===== src/rtl/pr_bus_arbiter_pkg.sv =====
// pr_bus_arbiter shared types and constants.
// FSM encodings, timer window and master IDs.
package pr_bus_arbiter_pkg;

  typedef enum logic [1:0] {
    IDLE = 2'd0,
    XFER = 2'd1,
    RESP = 2'd2
  } arb_state_e;

  localparam logic [23:0] WIN_HI_DEF = 24'h00007f;
  localparam logic        M0_ID      = 1'b0;
  localparam logic        M1_ID      = 1'b1;
  localparam int          CNT_W      = 4;

  // Word address [31:2]: byte[31:8] is addr[29:6], byte[7:4] is addr[5:2].
  function automatic logic in_window(
    input logic [29:0] addr,
    input logic [23:0] win_hi
  );
    return (addr[29:6] == win_hi) && (addr[5:2] <= 4'd1);
  endfunction

endpackage


===== src/rtl/pr_bus_arbiter_rr_arb2.sv =====
// Two-way round-robin arbiter with bounded lock.
// The last owner may keep the bus while it locks and the count allows.
module pr_bus_arbiter_rr_arb2
  import pr_bus_arbiter_pkg::*;
#(
  parameter int LOCK_MAX = 4
) (
  input  logic [1:0]       req,
  input  logic             lock,
  input  logic             last_owner,
  input  logic [CNT_W-1:0] lock_cnt,
  output logic             winner,
  output logic             valid,
  output logic [CNT_W-1:0] lock_cnt_nxt
);

  localparam logic [CNT_W-1:0] CNT_LIM = CNT_W'(LOCK_MAX - 1);

  logic both;
  logic hold;

  assign both  = &req;
  assign hold  = lock & (lock_cnt < CNT_LIM);
  assign valid = |req;

  // Lock only matters under contention; any other grant restarts the count.
  always_comb begin
    winner       = last_owner;
    lock_cnt_nxt = '0;
    unique case (1'b1)
      ~valid: begin
        winner       = last_owner;
        lock_cnt_nxt = lock_cnt;
      end
      both & hold: begin
        winner       = last_owner;
        lock_cnt_nxt = lock_cnt + 1'b1;
      end
      both & ~hold: begin
        winner = ~last_owner;
      end
      ^req: begin
        winner = req[1];
      end
    endcase
  end

endmodule


===== src/rtl/pr_bus_arbiter.sv =====
// Two-master arbiter in front of the timer Bridge.
// IDLE -> XFER -> RESP FSM with a registered request and read return.
module pr_bus_arbiter
  import pr_bus_arbiter_pkg::*;
#(
  parameter logic [23:0] WIN_HI    = WIN_HI_DEF,
  parameter int          LOCK_MAX  = 4,
  parameter logic        RST_OWNER = 1'b1
) (
  input  logic        clk,
  input  logic        reset,
  input  logic        m0_req,
  input  logic        m0_we,
  input  logic [29:0] m0_addr,
  input  logic [31:0] m0_wd,
  input  logic        m0_lock,
  output logic        m0_gnt,
  output logic        m0_rvalid,
  output logic [31:0] m0_rd,
  output logic        m0_err,
  input  logic        m1_req,
  input  logic        m1_we,
  input  logic [29:0] m1_addr,
  input  logic [31:0] m1_wd,
  input  logic        m1_lock,
  output logic        m1_gnt,
  output logic        m1_rvalid,
  output logic [31:0] m1_rd,
  output logic        m1_err,
  output logic [29:0] PrAddr,
  output logic [31:0] PrWD,
  output logic        PrWE,
  input  logic [31:0] PrRD
);

  arb_state_e       state_q, state_d;
  logic             owner_q;
  logic             last_owner_q;
  logic [CNT_W-1:0] lock_cnt_q;
  logic             we_q;
  logic [29:0]      addr_q;
  logic [31:0]      wd_q;
  logic [31:0]      rd_q;
  logic             err_q;

  logic             arb_en;
  logic             arb_win;
  logic             arb_valid;
  logic [CNT_W-1:0] arb_cnt;
  logic             win_ok;
  logic             lock_sel;

  assign arb_en   = (state_q == IDLE) || (state_q == RESP);
  assign win_ok   = in_window(addr_q, WIN_HI);
  assign lock_sel = last_owner_q ? m1_lock : m0_lock;
  assign PrAddr   = addr_q;
  assign PrWD     = wd_q;

  pr_bus_arbiter_rr_arb2 #(
    .LOCK_MAX(LOCK_MAX)
  ) u_rr (
    .req         ({m1_req, m0_req}),
    .lock        (lock_sel),
    .last_owner  (last_owner_q),
    .lock_cnt    (lock_cnt_q),
    .winner      (arb_win),
    .valid       (arb_valid),
    .lock_cnt_nxt(arb_cnt)
  );

  // Next state plus per-master handshake and Bridge strobe.
  always_comb begin
    state_d   = state_q;
    m0_gnt    = 1'b0;
    m1_gnt    = 1'b0;
    m0_rvalid = 1'b0;
    m1_rvalid = 1'b0;
    m0_rd     = '0;
    m1_rd     = '0;
    m0_err    = 1'b0;
    m1_err    = 1'b0;
    PrWE      = 1'b0;
    unique case (state_q)
      IDLE: begin
        state_d = arb_valid ? XFER : IDLE;
      end
      XFER: begin
        state_d = RESP;
        m0_gnt  = (owner_q == M0_ID);
        m1_gnt  = (owner_q == M1_ID);
        PrWE    = we_q & win_ok;
      end
      RESP: begin
        state_d   = arb_valid ? XFER : IDLE;
        m0_rvalid = (owner_q == M0_ID);
        m1_rvalid = (owner_q == M1_ID);
        m0_rd     = (owner_q == M0_ID) ? rd_q : '0;
        m1_rd     = (owner_q == M1_ID) ? rd_q : '0;
        m0_err    = (owner_q == M0_ID) & err_q;
        m1_err    = (owner_q == M1_ID) & err_q;
      end
      default: begin
        state_d = IDLE;
      end
    endcase
  end

  // State, ownership and lock bookkeeping.
  always_ff @(posedge clk or negedge reset) begin
    if (!reset) begin
      state_q      <= IDLE;
      owner_q      <= 1'b0;
      last_owner_q <= RST_OWNER;
      lock_cnt_q   <= '0;
    end else begin
      state_q <= state_d;
      if (arb_en && arb_valid) begin
        owner_q      <= arb_win;
        last_owner_q <= arb_win;
        lock_cnt_q   <= arb_cnt;
      end
    end
  end

  // Request capture at arbitration, read/err capture in XFER.
  always_ff @(posedge clk or negedge reset) begin
    if (!reset) begin
      we_q   <= 1'b0;
      addr_q <= '0;
      wd_q   <= '0;
      rd_q   <= '0;
      err_q  <= 1'b0;
    end else begin
      if (arb_en && arb_valid) begin
        we_q   <= arb_win ? m1_we   : m0_we;
        addr_q <= arb_win ? m1_addr : m0_addr;
        wd_q   <= arb_win ? m1_wd   : m0_wd;
      end
      if (state_q == XFER) begin
        rd_q  <= (win_ok && !we_q) ? PrRD : '0;
        err_q <= ~win_ok;
      end
    end
  end

endmodule

===== config.mk =====
export PLATFORM = sky130hd
export DESIGN_NAME = pr_bus_arbiter
export DESIGN_NICKNAME = d
export VERILOG_FILES = /design/src/rtl/pr_bus_arbiter_pkg.sv /design/src/rtl/pr_bus_arbiter_rr_arb2.sv /design/src/rtl/pr_bus_arbiter.sv
export SDC_FILE = /design/constraint.sdc
export NUM_CORES = 1
export LEC_CHECK = 0
export ABC_AREA = 1
export CAP_MARGIN = 20
export CORE_AREA = 5 5 122 124
export CTS_CLUSTER_SIZE = 10
export DETAILED_ROUTE_END_ITERATION = 16
export DIE_AREA = 0 0 127 129
export PLACE_DENSITY = 0.86
export SLEW_MARGIN = 10
export SYNTH_ARGS = -nofsm -noshare
export SYNTH_HDL_FRONTEND = slang
export SYNTH_SLANG_ARGS = --single-unit
export TNS_END_PERCENT = 20

===== constraint.sdc =====
create_clock -name clk -period 2.6 [get_ports clk]
set_clock_uncertainty 0.1 [all_clocks]
set_input_delay 0.26 -clock clk [delete_from_list [all_inputs] [get_ports clk]]
set_output_delay 0.26 -clock clk [all_outputs]
set_load 0.02 [all_outputs]

==> results.toml, run 1 <==
[timing]
tns_ns = 0
tightest_slew_ns = 0.629
setup_viol = 0
drv_slew = 0
rsz0062_at_grt = "false"
hold-worst-slack_ns = 0.361
fmax_mhz = 408
setup_slack_ns = 0.148
max_slew_margin_pct = 58.0
finalCritPeriodShare_pct = 94.3
hold_viol_final = 0
period_needed_ns = 2.45

[route]
wl_per_cell_um = 17.1
first_iter_violations = 569
drc = 0
wl_um = 22100
dr_total_vias = 6663
dr.pass1.iters = 5
via_per_inst = 5.17
drtAntennaViolNets = 0

[worst_hold_path]
hold_class = "in2async"

[place]
numPortBuffers = 296
dp.cells = 1272
gp_congestion = 0.901
post_dp_cell_area_sq_mm = 0.00897
pre_cts_slack_ns = 0.280
dpl.hpwl_um = 15900

[cts]
cts_setup_buffers = 0
cts_made_buffers = 9
clk_latency_ns = 0.34
cts_root_buf = "clkbuf_16"
cts.clk_slew.worst_paths_ns = 0.07
cts_buffer_depth = 2
htreeDepth = 3
cts_tree = "built"
cts.sinks = 104

[grt]
gr-total-overflow = 0
antenna_found_initial = 0
grt_max_degree = 72
grt_pass1_vias = 6479
grt_pass1_wl_um = 33400
grt_use_total_pct = 25.5

[worst_setup_path]
worst_setup_path_end_kind = "primary output"
rr_worst_depth = 10
cp_common_cell = "nor2_1"
path_class = "reg2out"
crit_slowest_cell = "clkdlybuf4s50_1"
critPathMaxFanout = 33
reg2reg_to = "PrWD[1]"
reg2reg_slack_ns = 0.50
crit_chain = "nor2_1 -> inv_1 -> nor2_1 -> inv_1 -> buf_4 -> nor2_1 -> clkdlybuf4s50_1"
crit_required_ns = 2.24
slowest_delay_ns = 0.64
startpoint_type = "register"
reg2reg_from = "lock_cnt_q[0]"
arrival_ns = 2.09

[power]
leakage_nw = 5.66
ir_drop_uv = 436
report.power.total_mw = 5.82
power_density_mw_per_mm2 = 618

[run]
maxCapViolCount = 0

[synthesis]
ys_ff_latch = 104
yosys_warnings = 0
synth_seq_area_share_pct = 44.3
synthesis.nets = 999
async_flop_share_pct = 100
synth_top_flop_cell = "dfrtp_1"
netlist_instances = 831
ys_top_cells_by_count = "nand3_1 (191), inv_1 (175), nand2_1 (168)"
yosys-top-cells-area = "dfrtp_1 (44%), nand3_1 (16%), inv_1 (11%)"
synth_top_area_cell = "dfrtp_1"
synth_edf_count = 0
synth.avg_cell_area_sq_um = 7.07
synth_top_area_share_pct = 43.9
yosysMostFrequentCell = "nand3_1"
syn_area_sq_mm = 0.00587
synth_cell_types = 24

[floorplan]
die_h_um = 129
die_area_sq_mm = 0.0164
die_width_um = 127
coreArea_sq_mm = 0.0137
start_util_pct = 43.0
rows = 43
io_pins = 297

[finish]
fin_util_pct = 68.9
final_cell_count_no_fill = 1289
regArea_sq_mm = 0.00260
area_growth_pct = 60.4
fillCellCount = 1038
design_area_sq_mm = 0.00942
diodes = 0
fin_nets = 1272
multiInputGateArea_sq_mm = 0.00230
drive_gt1_share_pct = 4.24

[outcome]
outcome = "completed"
## logic make-up (layout without fill, tap and decap cells)
| kind of cell | after synthesis | in the layout | share of synthesized area [%] |
|---|---|---|---|
| AOI/OAI and AO/OA | 36 | 36 | 3.79 |
| adders and majority gates | 4 | 4 | 0.852 |
| and+or+nand+nor | 457 | 457 | 34.3 |
| muxes | 1 | 1 | 0.170 |
| DFF | 104 | 104 | 44.3 |
| buffers and inverters | 229 | 507 | 16.6 |
## flip-flops by register name, summed over array words and instances (netlist names)
name and count:
PrWD 32, rd_q 32, PrAddr 30, lock_cnt_q 4, state_q 2, err_q 1, last_owner_q 1, owner_q 1
we_q 1
## where the power goes
group | switching [mW] | internal [mW] | leakage, nW
clock | 0.617 | 0.748 | 0.146
combinational | 1.31 | 1.03 | 4.19
sequential | 0.220 | 1.90 | 1.33
total | 2.15 | 3.67 | 5.66
## area by class of cell
type                    instances  area share, %
inverters                     177           7.05
well taps                     180           2.39
flip-flops and latches        104           27.6
repair buffers                314           35.3
clock buffers                   9           2.39
clock inverters                 7          0.744
multi-input cells             498           24.5
## cell usage in the layout, fill, tap and decap left out, drive strengths merged
cell | Yosys | routed
a22oi | 1 | 1
clkbuf | 16 | 9
o21ai | 3 | 3
nor2 | 86 | 86
dlygate4sd3 | 0 | 1
mux2i | 1 | 1
o22ai | 32 | 32
nor4 | 1 | 1
nand3 | 194 | 194
nand4 | 5 | 5
ha | 4 | 4
inv | 177 | 178
clkinvlp | 0 | 1
buf | 36 | 20
nand2 | 171 | 171
clkdlybuf4s50 | 0 | 235
dlymetal6s2s | 0 | 58
dfstp | 1 | 1
dfrtp | 103 | 103
bufinv | 0 | 1
clkinv | 0 | 4
## layer usage
metal / wire (um) / track usage, % / up-vias
met4: 760 / 10.3 / 0
met2: 10600 / 41.8 / 382
met1: 8480 / 32.4 / 3112
li1: - / - / 3108
met3: 2280 / 6.81 / 61
met5: 0 / 0 / -
## worst max-delay path by stage
stage / from / end / cells after the start
floorplan: PrAddr[17] / PrWE / 6
global placement: m1_req / PrWD[9] / 10
detailed placement: m0_req / PrWD[1] / 10
CTS: state_q[0] / m1_rd[27] / 7
global route: state_q[0] / m0_rd[20] / 7
finish: state_q[0] / m0_rd[6] / 7
## critical path, delay by kind of cell (launching register included)
kind | cells | cell delay (ns)
buffers and inverters | 4 | 0.97
and+or+nand+nor | 3 | 0.35
DFF | 1 | 0.43
## timing repair
action | in CTS | in global routing
hold endpoints to repair | 41 | 0
resized for setup | 0 | 58
endpoints found under the setup margin | 0 | 58
hold buffers | 1 | 0
Power figures use the tool's default switching activity.
==> run 2: changes to the inputs <==
--- a/config.mk
+++ b/config.mk
@@ -12,7 +12,7 @@
 export DETAILED_ROUTE_END_ITERATION = 16
 export DIE_AREA = 0 0 127 129
 export PLACE_DENSITY = 0.86
-export SLEW_MARGIN = 10
+export SLEW_MARGIN = 20
 export SYNTH_ARGS = -nofsm -noshare
 export SYNTH_HDL_FRONTEND = slang
 export SYNTH_SLANG_ARGS = --single-unit
==> results of run 2 <==
No change in the layout: final DEF, timing and power equal those of run 1.
==> RTL edit 1, RTL diff (settings of run 2) <==
The parameter `RST_OWNER` goes from 1'b1 to 1'b0.
--- a/src/rtl/pr_bus_arbiter.sv
+++ b/src/rtl/pr_bus_arbiter.sv
@@ -7,3 +7,3 @@
   parameter int          LOCK_MAX  = 4,
-  parameter logic        RST_OWNER = 1'b1
+  parameter logic        RST_OWNER = 1'b0
 ) (
Check against the original RTL: not equivalent (a bounded check fails within 4 cycles, from zero or initial values and one cycle with reset low).
==> RTL edit 1 against run 2 <==
Non-clock buffer count grew 1. Wire length shrank 2.0%. Worst setup slack gained 0.16 ns. Design area grew 2.3%. Core utilization grew 1.6 points. Register-to-register slack gained 0.05 ns. Sequential cell count shrank 1. Via count shrank 2.2%. Synthesized cell count shrank 0.12%. Power grew 2.1%. Synthesized area grew 2.5%.
==> RTL edit 1: results (changes against run 2) <==
| Metric | Value |
|---|---|
| Largest net degree at the start of global routing | `64 (was 72)` |
| Share of layout cells above drive strength 1 | `7.40% (was 4.24%)` |
| # fillers | `1046 (was 1038)` |
| Avg WL per Cell | `16.8 um (was 17.1 um)` |
| Vias in the first global route | `6430 (was 6479)` |
| GP Congestion | `0.866 (was 0.901)` |
| Sequential element share of the synthesized area | `42.8% (was 44.3%)` |
| Netlist cell types | `23 (was 24)` |
| Top post-synthesis cells by count | `inv_1 (175), nand2_1 (165), nand3_1 (159), dfrtp_1 (103), nor2_1 (86) (was nand3_1 (191), inv_1 (175), nand2_1 (168), dfrtp_1 (103), nor2_1 (86))` |
| Internal power | `3.77 mW (was 3.67 mW)` |
| Post-place setup slack | `0.147 ns (was 0.280 ns)` |
| Synth area leaders | `dfrtp_1 (43%), nand3_1 (13%), inv_1 (11%) (was dfrtp_1 (44%), nand3_1 (16%), inv_1 (11%))` |
| DP Area | `9120 sq um (was 8970 sq um)` |
| Dpl hpwl | `15800 um (was 15900 um)` |
| First-pass GRT wire length | `33400 um (about the same)` |
| Slew @ Worst Pin | `0.536 ns (was 0.629 ns)` |
| Final nets | `1271 (was 1272)` |
| Switch share | `36.6% (was 36.9%)` |
| Syn nets | `998 (was 999)` |
| Tot GR Track Use | `25.5% (about the same)` |
| WL final | `21700 um (was 22100 um)` |
| Peak supply drop | `0.000420 V (was 0.000436 V)` |
| Post-Synthesis Cells | `830 (was 831)` |
| Via Count | `6518 (was 6663)` |
| Met2 wire len | `10900 um (was 10600 um)` |
| Metal3 WL | `1540 um (was 2280 um)` |
| Met1 Wirelength | `8280 um (was 8480 um)` |
| Clock Power | `1.52 mW (was 1.36 mW)` |
| Iter 0 DRT Violations | `506 (was 569)` |
| Leakage power | `5.87 nW (was 5.66 nW)` |
| Critical Path AT | `1.93 ns (was 2.09 ns)` |
| Status | `finished clean (unchanged)` |
[RTL edit 1: critical path, cell delays in order (launching register included)]
cell and delay [ns]:
dfrtp_2 0.46, inv_2 0.18, nor2_1 0.09, inv_1 0.05, buf_4 0.32, nor2_1 0.10, dlygate4sd2_1 0.35
[RTL edit 1: cell families after synthesis]
logic type | Yosys count | synth area share, %
AO/OA/AOI/OAI | 36 | 3.70
adder cells (fa/ha/maj) | 4 | 0.831
buffers and inverters | 230 | 16.3
flip-flops | 103 | 42.8
multiplexers | 1 | 0.166
AND/OR/NAND/NOR | 456 | 36.2
[RTL edit 1: final timing paths]
kind / startpoint / to / slack (ns) / cells past startpoint
worst max register to register: flop / PrWD[9] / 0.55 / 11
max in group asynchronous: reset / rd_q[13] / 1.34 / 3
worst max-delay path: flop / m1_rd[31] / 0.31 / 6
min in group clk: PrRD[29] / rd_q[29] / 0.37 / 3
worst min register to register: PrWD[14] / PrWD[14] / 0.38 / 2
worst min-delay path: reset / PrWD[19] / 0.32 / 2
[RTL edit 1: cell type report]
cell class,count,area [sq um],share of cell area (%)
timing repair buffer,315,3350,34.8
sequential,103,2580,26.8
multi-input combinational,497,2490,25.8
inverter,177,664,6.89
clock buffer,9,225,2.34
tap,180,225,2.34
clock inverter,7,103,1.06
[RTL edit 1: metal layers]
metal | track usage, % | up-vias
li1 | - | 3101
met1 | 30.6 | 3052
met2 | 43.7 | 303
met3 | 4.69 | 62
met4 | 13.6 | 0
met5 | 0 | -
[RTL edit 1: what timing repair did]
item / CTS / global route
setup endpoints to repair: 4 / 65
resized for setup: 6 / 65
hold endpoints to repair: 34 / 0
pin swaps: 0 / 0
hold buffers: 1 / 0
==> RTL edit 2, RTL diff (config.mk and constraints of run 2) <==
Without the edit above. Encoding of `arb_state_e`: now one-hot (3 bits for 3 states).
--- a/src/rtl/pr_bus_arbiter_pkg.sv
+++ b/src/rtl/pr_bus_arbiter_pkg.sv
@@ -4,6 +4,6 @@
 
-  typedef enum logic [1:0] {
-    IDLE = 2'd0,
-    XFER = 2'd1,
-    RESP = 2'd2
+  typedef enum logic [2:0] {
+    IDLE = 3'b001,
+    XFER = 3'b010,
+    RESP = 3'b100
   } arb_state_e;
Behaviour: same outputs for any inputs over 4 cycles, from zero or initial values and one cycle with reset low; so few cycles prove little.
==> RTL edit 2 against run 2 <==
Sequential power grew 28%. Synthesized area grew 1.3%. Design area shrank 0.33%. Critical path depth shrank 2. Wire length shrank 4.2%. Sequential cell count grew 1. Via count shrank 1.8%. Power grew 49%. Die area is the same. Clock power grew 4%. First-iteration DRC count shrank 31%. Largest cell class unchanged. Worst setup slack gained 0.017 ns. Global-route usage shrank 0.23 points.
==> RTL edit 2: results (changes against run 2) <==
| Metric | Value |
|---|---|
| Status | `finished clean (unchanged)` |
| Clock slew seen by the registers of the worst setup and hold paths | `0.07 ns (about the same)` |
| Iter 0 DRT Violations | `395 (was 569)` |
| Antenna violations before repair | `0 (unchanged)` |
| First-pass GRT wire length | `32800 um (was 33400 um)` |
| Tot GR Track Use | `25.3% (was 25.5%)` |
| Adder-cell area share of the yosys netlist | `0.841% (was 0.852%)` |
| Vias per cell | `5.03 (was 5.17)` |
| Share of layout cells above drive strength 1 | `4.46% (was 4.24%)` |
| GP Congestion | `0.920 (was 0.901)` |
| Worst path top cell family by delay | `buffers and inverters (unchanged)` |
| Slew @ Worst Pin | `0.551 ns (was 0.629 ns)` |
| Vias in the first global route | `6257 (was 6479)` |
| Avg WL per Cell | `16.3 um (was 17.1 um)` |
| FFs w/ async S/R, synth | `100% (unchanged)` |
| Sequential element share of the synthesized area | `44.2% (was 44.3%)` |
| Longest Clk Path Bufs | `2 (unchanged)` |
| Hold Path Class | `in -> reg (was in -> async)` |
| Post-place setup slack | `0.316 ns (was 0.280 ns)` |
| Drt first pass iters | `5 (unchanged)` |
| Slowest cell delay on critical path | `between 0.6 and 0.7 ns` |
| Hold buffer count at CTS | `1 (unchanged)` |
| I/O Buffers | `296 (unchanged)` |
| Peak supply drop | `0.000679 V (was 0.000436 V)` |
| Largest net degree at the start of global routing | `55 (was 72)` |
| Critical Path AT | `2.07 ns (was 2.09 ns)` |
| Synth Area in XOR/XNOR | `0% (unchanged)` |
| CTS buffer count | `9 (unchanged)` |
| Root Driver | `clkbuf_16 (unchanged)` |
| CP max stage cell | `clkdlybuf4s50_1 (unchanged)` |
| # H-tree levels | `3 (unchanged)` |
| # placed instances | `1284 (was 1272)` |
| Post-CTS Repair Setup Buffers | `0 (unchanged)` |
| Avg Cell Area, Syn | `7.08 sq um (was 7.07 sq um)` |
| Worst-skew pair later-pin latency | `about 0.35 ns` |
| Ys Warns | `0 (unchanged)` |
| Synth area leaders | `dfrtp_1 (43%), nand3_1 (16%), inv_1 (11%) (was dfrtp_1 (44%), nand3_1 (16%), inv_1 (11%))` |
| Multiplexer share of the synthesized area | `0.168% (was 0.170%)` |
| Critical-path maximum fanout | `6 (was 33)` |
| Netlist cell types | `29 (was 24)` |
| WL final | `21200 um (was 22100 um)` |
| Top FF cell, synth | `dfrtp_1 (unchanged)` |
| Cts repair resizes | `48 (was 0)` |
| Dpl hpwl | `15700 um (was 15900 um)` |
| Leakage power | `5.26 nW (was 5.66 nW)` |
| Synth Area in Compound Gates | `3.83% (was 3.79%)` |
| EDFF count, synth | `0 (unchanged)` |
| DP Area | `9080 sq um (was 8970 sq um)` |
| Top post-synthesis cells by count | `nand3_1 (191), inv_1 (178), nand2_1 (173), dfrtp_1 (103), nor2_1 (81) (was nand3_1 (191), inv_1 (175), nand2_1 (168), dfrtp_1 (103), nor2_1 (86))` |
| Syn nets | `1009 (was 999)` |
| Final nets | `1284 (was 1272)` |
| Number of antenna repair diodes | `0 (unchanged)` |
RTL edit 2: layout make-up:
class                           instances  area, sq um
Clock inverter                          4         51.3
Multi-Input combinational cell        502         2340
Timing Repair Buffer                  317         3210
Fill cell                            1130         4280
Sequential cell                       105         2630
Inverter                              181          679
Clock buffer                           12          256
Tap cell                              180          225
RTL edit 2: per-layer routing:
metal,track usage (%),routed length (um),up-vias
met1,30.1,7880,2999
met5,0,0,-
met2,41.8,10200,360
met3,9.01,2420,45
met4,10.7,656,0
li1,-,-,3141
RTL edit 2: final timing paths:
check	from	to	slack, ns	cells past startpoint
max	state_q[2]	m0_gnt	0.17	5
min in group asynchronous	reset	PrWD[13]	0.38	2
min	PrRD[21]	rd_q[21]	0.37	3
min reg2reg	we_q	we_q	0.38	2
max in group asynchronous	reset	state_q[0]	1.32	3
max reg2reg	last_owner_q	PrWD[22]	0.67	10
RTL edit 2: power by group:
part	internal, mW	switching (mW)
Clock	0.800	0.611
Sequential	2.30	0.418
Combinational	1.89	2.68
Total	4.99	3.71
